$ cat src/rtl/global_buffer_io_controller.sv
// Front-end for the PE-array controller: streams input words into the lower half of
// the global buffer, kicks the PE controller, then drains results from the upper half.
// Optional LOAD_CHECKSUM_EN adds a running sum of the loaded words on load_checksum.
module global_buffer_io_controller #(
  parameter int GLOBAL_BUFFER_ADDR_WIDTH = 6,
  parameter int GLOBAL_BUFFER_DEPTH      = 64,
  parameter int DATA_WIDTH               = 16,
  parameter int COUNT_WIDTH              = 6
) (
  input  logic                                clk,
  input  logic                                rst,
  input  logic                                start_load,
  input  logic [COUNT_WIDTH-1:0]              load_count,
  input  logic [COUNT_WIDTH-1:0]              result_count,
  input  logic [DATA_WIDTH-1:0]               in_data,
  input  logic                                in_valid,
  output logic                                in_ready,
  output logic                                wen_global_buffer,
  output logic [GLOBAL_BUFFER_ADDR_WIDTH-1:0] waddr_global_buffer,
  output logic [DATA_WIDTH-1:0]               wdata_global_buffer,
  output logic                                ren_global_buffer,
  output logic [GLOBAL_BUFFER_ADDR_WIDTH-1:0] raddr_global_buffer,
  input  logic [DATA_WIDTH-1:0]               rdata_global_buffer,
  output logic                                Start,
  input  logic                                done_in,
  output logic                                compute_phase,
  output logic [DATA_WIDTH-1:0]               out_data,
  output logic                                out_valid,
  input  logic                                out_ready,
  output logic                                busy,
  output logic                                done
`ifdef LOAD_CHECKSUM_EN
  ,
  output logic [DATA_WIDTH+COUNT_WIDTH-1:0]   load_checksum
`endif
);

  localparam int RBASE = (GLOBAL_BUFFER_DEPTH + 1) / 2;
  localparam logic [GLOBAL_BUFFER_ADDR_WIDTH-1:0] RBASE_A = GLOBAL_BUFFER_ADDR_WIDTH'(RBASE);
  localparam logic [GLOBAL_BUFFER_ADDR_WIDTH-1:0] LAST_A  = GLOBAL_BUFFER_ADDR_WIDTH'(GLOBAL_BUFFER_DEPTH - 1);

  typedef enum logic [2:0] {
    S_IDLE, S_LOAD, S_KICK, S_COMPUTE, S_RD, S_RD_WAIT, S_OUT, S_DONE
  } state_t;

  state_t                              state_q, state_d;
  logic [COUNT_WIDTH-1:0]              ld_cnt_q, ld_cnt_d;
  logic [COUNT_WIDTH-1:0]              ld_total_q, ld_total_d;
  logic [COUNT_WIDTH-1:0]              res_cnt_q, res_cnt_d;
  logic [COUNT_WIDTH-1:0]              res_total_q, res_total_d;
  logic [GLOBAL_BUFFER_ADDR_WIDTH-1:0] raddr_q, raddr_d;
  logic [DATA_WIDTH-1:0]               out_data_q, out_data_d;
  logic [COUNT_WIDTH-1:0]              ld_clamp;
  logic                                accept;
`ifdef LOAD_CHECKSUM_EN
  logic [DATA_WIDTH+COUNT_WIDTH-1:0]   csum_q, csum_d;
`endif

  // Loads may only fill the lower half; the upper half belongs to results.
  assign ld_clamp = (int'(load_count) > RBASE) ? COUNT_WIDTH'(RBASE) : load_count;
  assign accept   = (state_q == S_LOAD) && in_valid;

  always_comb begin
    state_d     = state_q;
    ld_cnt_d    = ld_cnt_q;
    ld_total_d  = ld_total_q;
    res_cnt_d   = res_cnt_q;
    res_total_d = res_total_q;
    raddr_d     = raddr_q;
    out_data_d  = out_data_q;
`ifdef LOAD_CHECKSUM_EN
    csum_d      = csum_q;
`endif
    case (state_q)
      S_IDLE: if (start_load) begin
        ld_total_d  = ld_clamp;
        res_total_d = result_count;
        ld_cnt_d    = '0;
`ifdef LOAD_CHECKSUM_EN
        csum_d      = '0;
`endif
        state_d     = (ld_clamp == '0) ? S_KICK : S_LOAD;
      end
      S_LOAD: if (accept) begin
        ld_cnt_d = ld_cnt_q + COUNT_WIDTH'(1);
`ifdef LOAD_CHECKSUM_EN
        csum_d   = csum_q + (DATA_WIDTH+COUNT_WIDTH)'(in_data);
`endif
        if (ld_cnt_q == ld_total_q - COUNT_WIDTH'(1)) state_d = S_KICK;
      end
      S_KICK: state_d = S_COMPUTE;
      S_COMPUTE: if (done_in) begin
        raddr_d   = RBASE_A;
        res_cnt_d = '0;
        state_d   = (res_total_q == '0) ? S_DONE : S_RD;
      end
      S_RD: state_d = S_RD_WAIT;
      S_RD_WAIT: begin
        out_data_d = rdata_global_buffer;
        state_d    = S_OUT;
      end
      S_OUT: if (out_ready) begin
        // Result region is a ring over the upper half of the buffer.
        raddr_d   = (raddr_q == LAST_A) ? RBASE_A : raddr_q + GLOBAL_BUFFER_ADDR_WIDTH'(1);
        res_cnt_d = res_cnt_q + COUNT_WIDTH'(1);
        state_d   = (res_cnt_q == res_total_q - COUNT_WIDTH'(1)) ? S_DONE : S_RD;
      end
      S_DONE: state_d = S_IDLE;
      default: state_d = S_IDLE;
    endcase
  end

  always_ff @(posedge clk) begin
    if (rst) begin
      state_q     <= S_IDLE;
      ld_cnt_q    <= '0;
      ld_total_q  <= '0;
      res_cnt_q   <= '0;
      res_total_q <= '0;
      raddr_q     <= '0;
      out_data_q  <= '0;
`ifdef LOAD_CHECKSUM_EN
      csum_q      <= '0;
`endif
    end else begin
      state_q     <= state_d;
      ld_cnt_q    <= ld_cnt_d;
      ld_total_q  <= ld_total_d;
      res_cnt_q   <= res_cnt_d;
      res_total_q <= res_total_d;
      raddr_q     <= raddr_d;
      out_data_q  <= out_data_d;
`ifdef LOAD_CHECKSUM_EN
      csum_q      <= csum_d;
`endif
    end
  end

  // Address/data buses are gated so they read zero whenever the strobe is low.
  assign in_ready            = (state_q == S_LOAD);
  assign wen_global_buffer   = accept;
  assign waddr_global_buffer = accept ? GLOBAL_BUFFER_ADDR_WIDTH'(ld_cnt_q) : '0;
  assign wdata_global_buffer = accept ? in_data : '0;
  assign ren_global_buffer   = (state_q == S_RD);
  assign raddr_global_buffer = (state_q == S_RD) ? raddr_q : '0;
  assign Start               = (state_q == S_KICK);
  assign compute_phase       = (state_q == S_KICK) || (state_q == S_COMPUTE);
  assign out_data            = out_data_q;
  assign out_valid           = (state_q == S_OUT);
  assign busy                = (state_q != S_IDLE);
  assign done                = (state_q == S_DONE);
`ifdef LOAD_CHECKSUM_EN
  assign load_checksum       = csum_q;
`endif

endmodule

$ cat config.mk
export PLATFORM = sky130hd
export DESIGN_NAME = global_buffer_io_controller
export DESIGN_NICKNAME = d
export VERILOG_FILES = /design/src/rtl/global_buffer_io_controller.sv
export SDC_FILE = /design/constraint.sdc
export NUM_CORES = 1
export LEC_CHECK = 0
export CAP_MARGIN = 20
export CORE_ASPECT_RATIO = 0.5
export CORE_UTILIZATION = 45
export CTS_BUF_LIST = sky130_fd_sc_hd__clkbuf_4
export CTS_CLUSTER_DIAMETER = 100
export DETAILED_ROUTE_END_ITERATION = 7
export PLACE_DENSITY_LB_ADDON = 0.12
export SYNTH_ARGS = -nofsm -noshare
export SYNTH_HDL_FRONTEND = slang
export SYNTH_SLANG_ARGS = --single-unit
$ cat constraint.sdc
create_clock -name clk -period 2.1 [get_ports clk]
set_input_delay 0.315 -clock clk [delete_from_list [all_inputs] [get_ports clk]]
set_output_delay 0.315 -clock clk [all_outputs]
set_load 0.005 [all_outputs]
# Word-level counts from Yosys, hierarchy flattened

Cells that the tools add are included.

Bits in latches: 0
Bits in read-only memories: 0
RAM bits: 0
Output and inout port bits: 52
Register bits after elaboration: 49
Memories: 0
Input bits: 50
Logic and storage cells: 63

Bitwise operators: 0
Div/mod/pow operators: 0
Equal/unequal tests: 15
$lt $le $gt $ge: 1
$add $sub $neg: 5
Reduce and logical (&&, ||, !) cells: 12
Shifts and indexed selects: 0
$mul: 0
Multiplexer cells: 23

Operator list:

| operator                                         | number |
|---|---|
| 2-to-1 mux 6 bit                                 | 10 |
| case mux 6 bit (2 select lines)                  | 3 |
| case mux 3 bit (8 select lines)                  | 1 |
| adder 6 x 1 -> 6 bit, second input constant      | 3 |
| 2-to-1 mux 16 bit                                | 1 |
| 2-to-1 mux 3 bit                                 | 5 |
| == test 3 bit, second input constant             | 4 |
| == test 6 bit                                    | 2 |
| zero test 6 bit                                  | 2 |
| subtractor 6 x 1 -> 6 bit, second input constant | 2 |
| == test 3 x 2 -> 1 bit, second input constant    | 2 |
| == test 6 bit, second input constant             | 1 |
| > comparator 6 bit, second input constant        | 1 |
| 2-to-1 mux 2 bit                                 | 3 |
| != test 2 x 1 -> 1 bit, second input constant    | 3 |
| AND reduction 3 bit                              | 2 |
| AND reduction 5 bit                              | 1 |
| != test 2 bit, second input constant             | 2 |
| nonzero test 2 bit                               | 2 |
| == test 3 x 1 -> 1 bit, second input constant    | 1 |
| zero test 3 bit                                  | 1 |
| nonzero test 3 bit                               | 1 |
| AND reduction 2 bit                              | 1 |
| logical AND 1 bit                                | 1 |
| logical OR 1 bit                                 | 1 |

# Logic depth before layout (Yosys ltp)

Depth in word-level cells: 6
Mapped depth: 8
Gate-level depth less buffers: 8

# Worst setup path after synthesis

No wires, ideal clock.

Path type: register -> register
Start: register res_total_q[0]
End: register state_q[0]
Period minus slack after synthesis: 1686 ps
Path buffers: 0
Library setup time: 92 ps
Required time: 2008 ps
Cell stages (with the launch flop): 8
Arrival: 1594 ps
Path slack: 414 ps
Cell sequence: dfxtp_1 -> inv_1 -> ha_1 -> xor2_1 -> o31a_1 -> o32ai_2 -> nor2_1 -> o32ai_1

Longest elaborated chain between the ends: 5
Elaborated cells between the ends (all ways): 8
Classes of those cells: add/sub (1); eq/ne (1); mux (5); reduce/logical (1)

Ends and longest elaborated chain:

| element                             | line | source |
|---|---|---|
| from (decl)                         | 50   | `logic [COUNT_WIDTH-1:0] res_total_q, res_total_d;` |
| from (signal assigned)              | 130  | `res_total_q <= res_total_d;` |
| subtractor 6 x 1 -> 6 bit           | 106  | `state_d = (res_cnt_q == res_total_q - COUNT_WIDTH'(1)) ? S_DONE : S_RD;` |
| == test 6 bit                       | 106  |  |
| 2-to-1 mux 2 bit                    | 106  |  |
| 2-to-1 mux 3 bit                    | 102  | `S_OUT: if (out_ready) begin` |
| case mux 3 bit (8 select lines) (*) | 74   | `case (state_q)` |
| to (signal assigned)                | 126  | `state_q <= state_d;` |
| to (decl)                           | 46   | `state_t state_q, state_d;` |

Mark *: on every way between the ends. The rest lies on a longest branch, timed or not. The select of a mux whose other input is x is not followed.
A chain may end at the register's enable or synchronous reset.

# Worst setup path in the final report

Start: register state_q[0]
End: output port done

Longest elaborated chain between the ends: 1

Ends and longest elaborated chain:

| element       | line | source |
|---|---|---|
| == test 3 bit | 151  | `assign done = (state_q == S_DONE);` |
| to (decl)     | 31   | `output logic done` |

Every way passes these cells.

==> results.tsv <==
stage	metric	value	unit
status	outcome	complete, no violations	
setup_path	critical_path_required	1.78	ns
power_and_ir_drop	ir_worst_vdd	0.387	mV
cts	htreeDepth	2	
floorplan	rows	19	
floorplan	ios	102	
setup_path	crit_family	buffers and inverters	
grt	antenna_found_initial	0	
cts	cts_tree	done	
cells_and_area	nFillCells	445	
cells_and_area	drive_above_1_share	0.128	
routing	via_per_inst	5.14	
grt	grt_max_degree	17	
logic_synthesis	synth_cell_types	46	
setup_path	crit_cells	5	
sta	finClkSkew	0.0126	ns
placement	place.gp.congestion	0.826	
logic_synthesis	synthCells	334	
cts	cts_buffers	5	
logic_synthesis	async_flop_share	0	
cells_and_area	postLayoutCoreUtil	0.729	
floorplan	die_h	56.0	um
setup_path	crit_buf_inv	4	
sta	clock.fmax	0.479	GHz
sta	period_share	0.994	
setup_path	cp_data_arrival_time	1.77	ns
logic_synthesis	avgSynthCellArea	7.87	um2
cts	cts.sinks	49	
cells_and_area	antennaDiodeCount	0	
logic_synthesis	seq_area_frac_synth	0.373	
min_path	hold_path_class	reg2reg	
sta	tightest_slew	0.589	ns
setup_path	reg2reg_depth	9	
routing	wire_per_inst	14.3	um
sta	rsz0062_at_grt	yes	
routing	drc	0	
routing	drt_pre_antenna_iters	4	
floorplan	die_area	6170	um2
setup_path	cp-end-kind	output port	
floorplan	initial_utilization	0.473	
placement	hpwl	5370	um
power_and_ir_drop	p_leak	0.00219	uW
logic_synthesis	synth-main-ff-cell	dfxtp_1	
cells_and_area	fin_area	4050	um2
sta	slew_headroom	0.606	
cells_and_area	syn_to_final_growth	54.2	%
sta	hold_violations	0	
logic_synthesis	netlist_area	2630	um2
cells_and_area	fin_nets	506	
setup_path	cpMostUsedCell	buf_4	
setup_path	critPathSlowestCell	clkdlybuf4s50_1	
cts	clock_latency	0.37	ns
setup_path	worstSetupStartpointType	flop	
sta	drv_slew	0	
setup_path	max_stage_delay	0.50	ns
sta	period_needed	2.09	ns
cts	cts_root_buffer	clkbuf_4	
setup_path	path_cells	buf_4, buf_4, buf_4, and3_1, clkdlybuf4s50_1	
floorplan	core	5560	um2
placement	dpl_worst_slack	0.0925	ns
logic_synthesis	synth_nets	389	
setup_path	critPathKind	reg2out	
cts	path_clk_slew	0.14	ns
placement	placed_area	3730	um2
cts	cts_buffer_depth	2	
logic_synthesis	ys_seq_elements	49	
power_and_ir_drop	power-per-cell-area	675	nW/um2
setup_path	critPathMaxFanout	6	
floorplan	die_x	110	um
power_and_ir_drop	total_power	2730	uW
grt	grt_pass1_vias	2528	
grt	grt_pass1_wl	11800	um
job	max-cap-violations	0	
min_path	hold-path-cell-count	2	
placement	io_buffers	101	
logic_synthesis	synth-edff-count	0	
routing	ant_nets	0	
grt	grt_util_all_layers	0.247	
sta	setup_violations	0	
routing	num_vias	2697	
routing	postRouteWirelength	7510	um
logic_synthesis	synth_warnings	0	
grt	grt-ovfl-total	0	
sta	fin_ws	0.0118	ns
routing	drt-initial-drc-count	154	
==> power by group <==
| group | leakage, uW | internal (uW) | switching [uW] | total (uW) |
|---|---|---|---|---|
| Sequential | 0.000398 | 985 | 56.8 | 1040 |
| Combinational | 0.00176 | 679 | 585 | 1260 |
| Clock | 0.0000300 | 122 | 307 | 429 |
| Total | 0.00219 | 1790 | 949 | 2730 |
==> worst paths after layout <==
path / startpoint / endpoint / slack [ns]
max: state_q[0] / done / 0.01
min: out_data[13] / out_data[13] / 0.46
max reg2reg: state_q[0] / state_q[0] / 0.17
min reg2reg: out_data[13] / out_data[13] / 0.46
==> cell usage after synthesis (all sizes together) (6+ instances only) <==
library cell  count  share of area
xnor2            10          0.036
nor3             14          0.035
nor2             16          0.023
nand2            64          0.091
and3             31          0.074
xor2             15          0.050
dfxtp            49           0.37
and2              7          0.017
a21oi            37          0.070
o21ai             7          0.013
clkbuf           16          0.028
inv               9          0.013
nand3             6          0.011
==> cell families after synthesis <==
family	share of synthesized area
fa+ha+maj	0.0238
xor+xnor	0.0862
flops	0.373
mux	0.00762
simple gates	0.328
buf+inv	0.0562
compound gates	0.125
==> through the flow <==
stage	setup TNS [ns]	std cells	hold WS (ns)
2_1_floorplan	0	334	0.448
5_1_grt	-0.0873	525	0.461
4_1_cts	-1.56	515	0.456
3_3_place_gp	0	502	0.441
3_5_place_dp	0	502	0.449
6_report	0	525	0.465
==> cell type report <==
class                      count  area (um2)  area share
clock inverter                 3        12.5     0.00309
timing repair buffer         131        1330       0.328
clock buffer                   5        37.5     0.00926
tap                           73        91.3      0.0225
sequential                    49         990       0.244
multi-input combinational    255        1560       0.384
inverter                       9        33.8     0.00833
==> routing by layer <==
metal  vias up  wire length (um)  GRT usage  share of wire
met4         0                50     0.0451         0.0067
li1       1378                 -          -              -
met1      1262              3370      0.312           0.45
met3         6               348     0.0703          0.046
met5         -                 0          0              0
met2        51              3740      0.421           0.50
==> placed cells by master (no fill, tap or decap), drive strengths merged, types with 5 or more instances in the layout <==
cell type | netlist | layout
clkbuf | 16 | 6
a21oi | 37 | 37
and3 | 31 | 31
dfxtp | 49 | 49
nor2 | 16 | 16
and2 | 7 | 7
buf | 5 | 30
o21ai | 7 | 7
clkdlybuf4s50 | 0 | 66
xor2 | 15 | 15
nand2 | 64 | 64
dlymetal6s2s | 0 | 34
xnor2 | 10 | 10
nand3b | 5 | 5
nand3 | 6 | 6
nor3 | 14 | 14
ha | 5 | 5
inv | 9 | 9
==> registers in the layout (all words and copies together) (netlist names) <==
name	flops
out_data	16
ld_cnt_q	6
ld_total_q	6
raddr_q	6
res_cnt_q	6
res_total_q	6
state_q	3
==> worst reg2reg max path, stage by stage (launching register included) <==
cell	delay [ns]
dfxtp_2	0.35
buf_4	0.13
buf_4	0.15
buf_4	0.15
nor3b_1	0.13
o21ai_1	0.30
nand4_1	0.17
o22ai_2	0.17
nand2b_1	0.08
o32ai_1	0.22
==> repair_timing <==
| item | CTS | global route |
|---|---|---|
| pin swaps | 1 | 2 |
| cloned | 2 | 0 |
| gates resized for setup | 14 | 49 |
| buffers inserted | 3 | 10 |
| setup endpoints to repair | 34 | 35 |
| hold buffers | 0 | 0 |
Note: power is estimated with default switching activity, not from simulation.
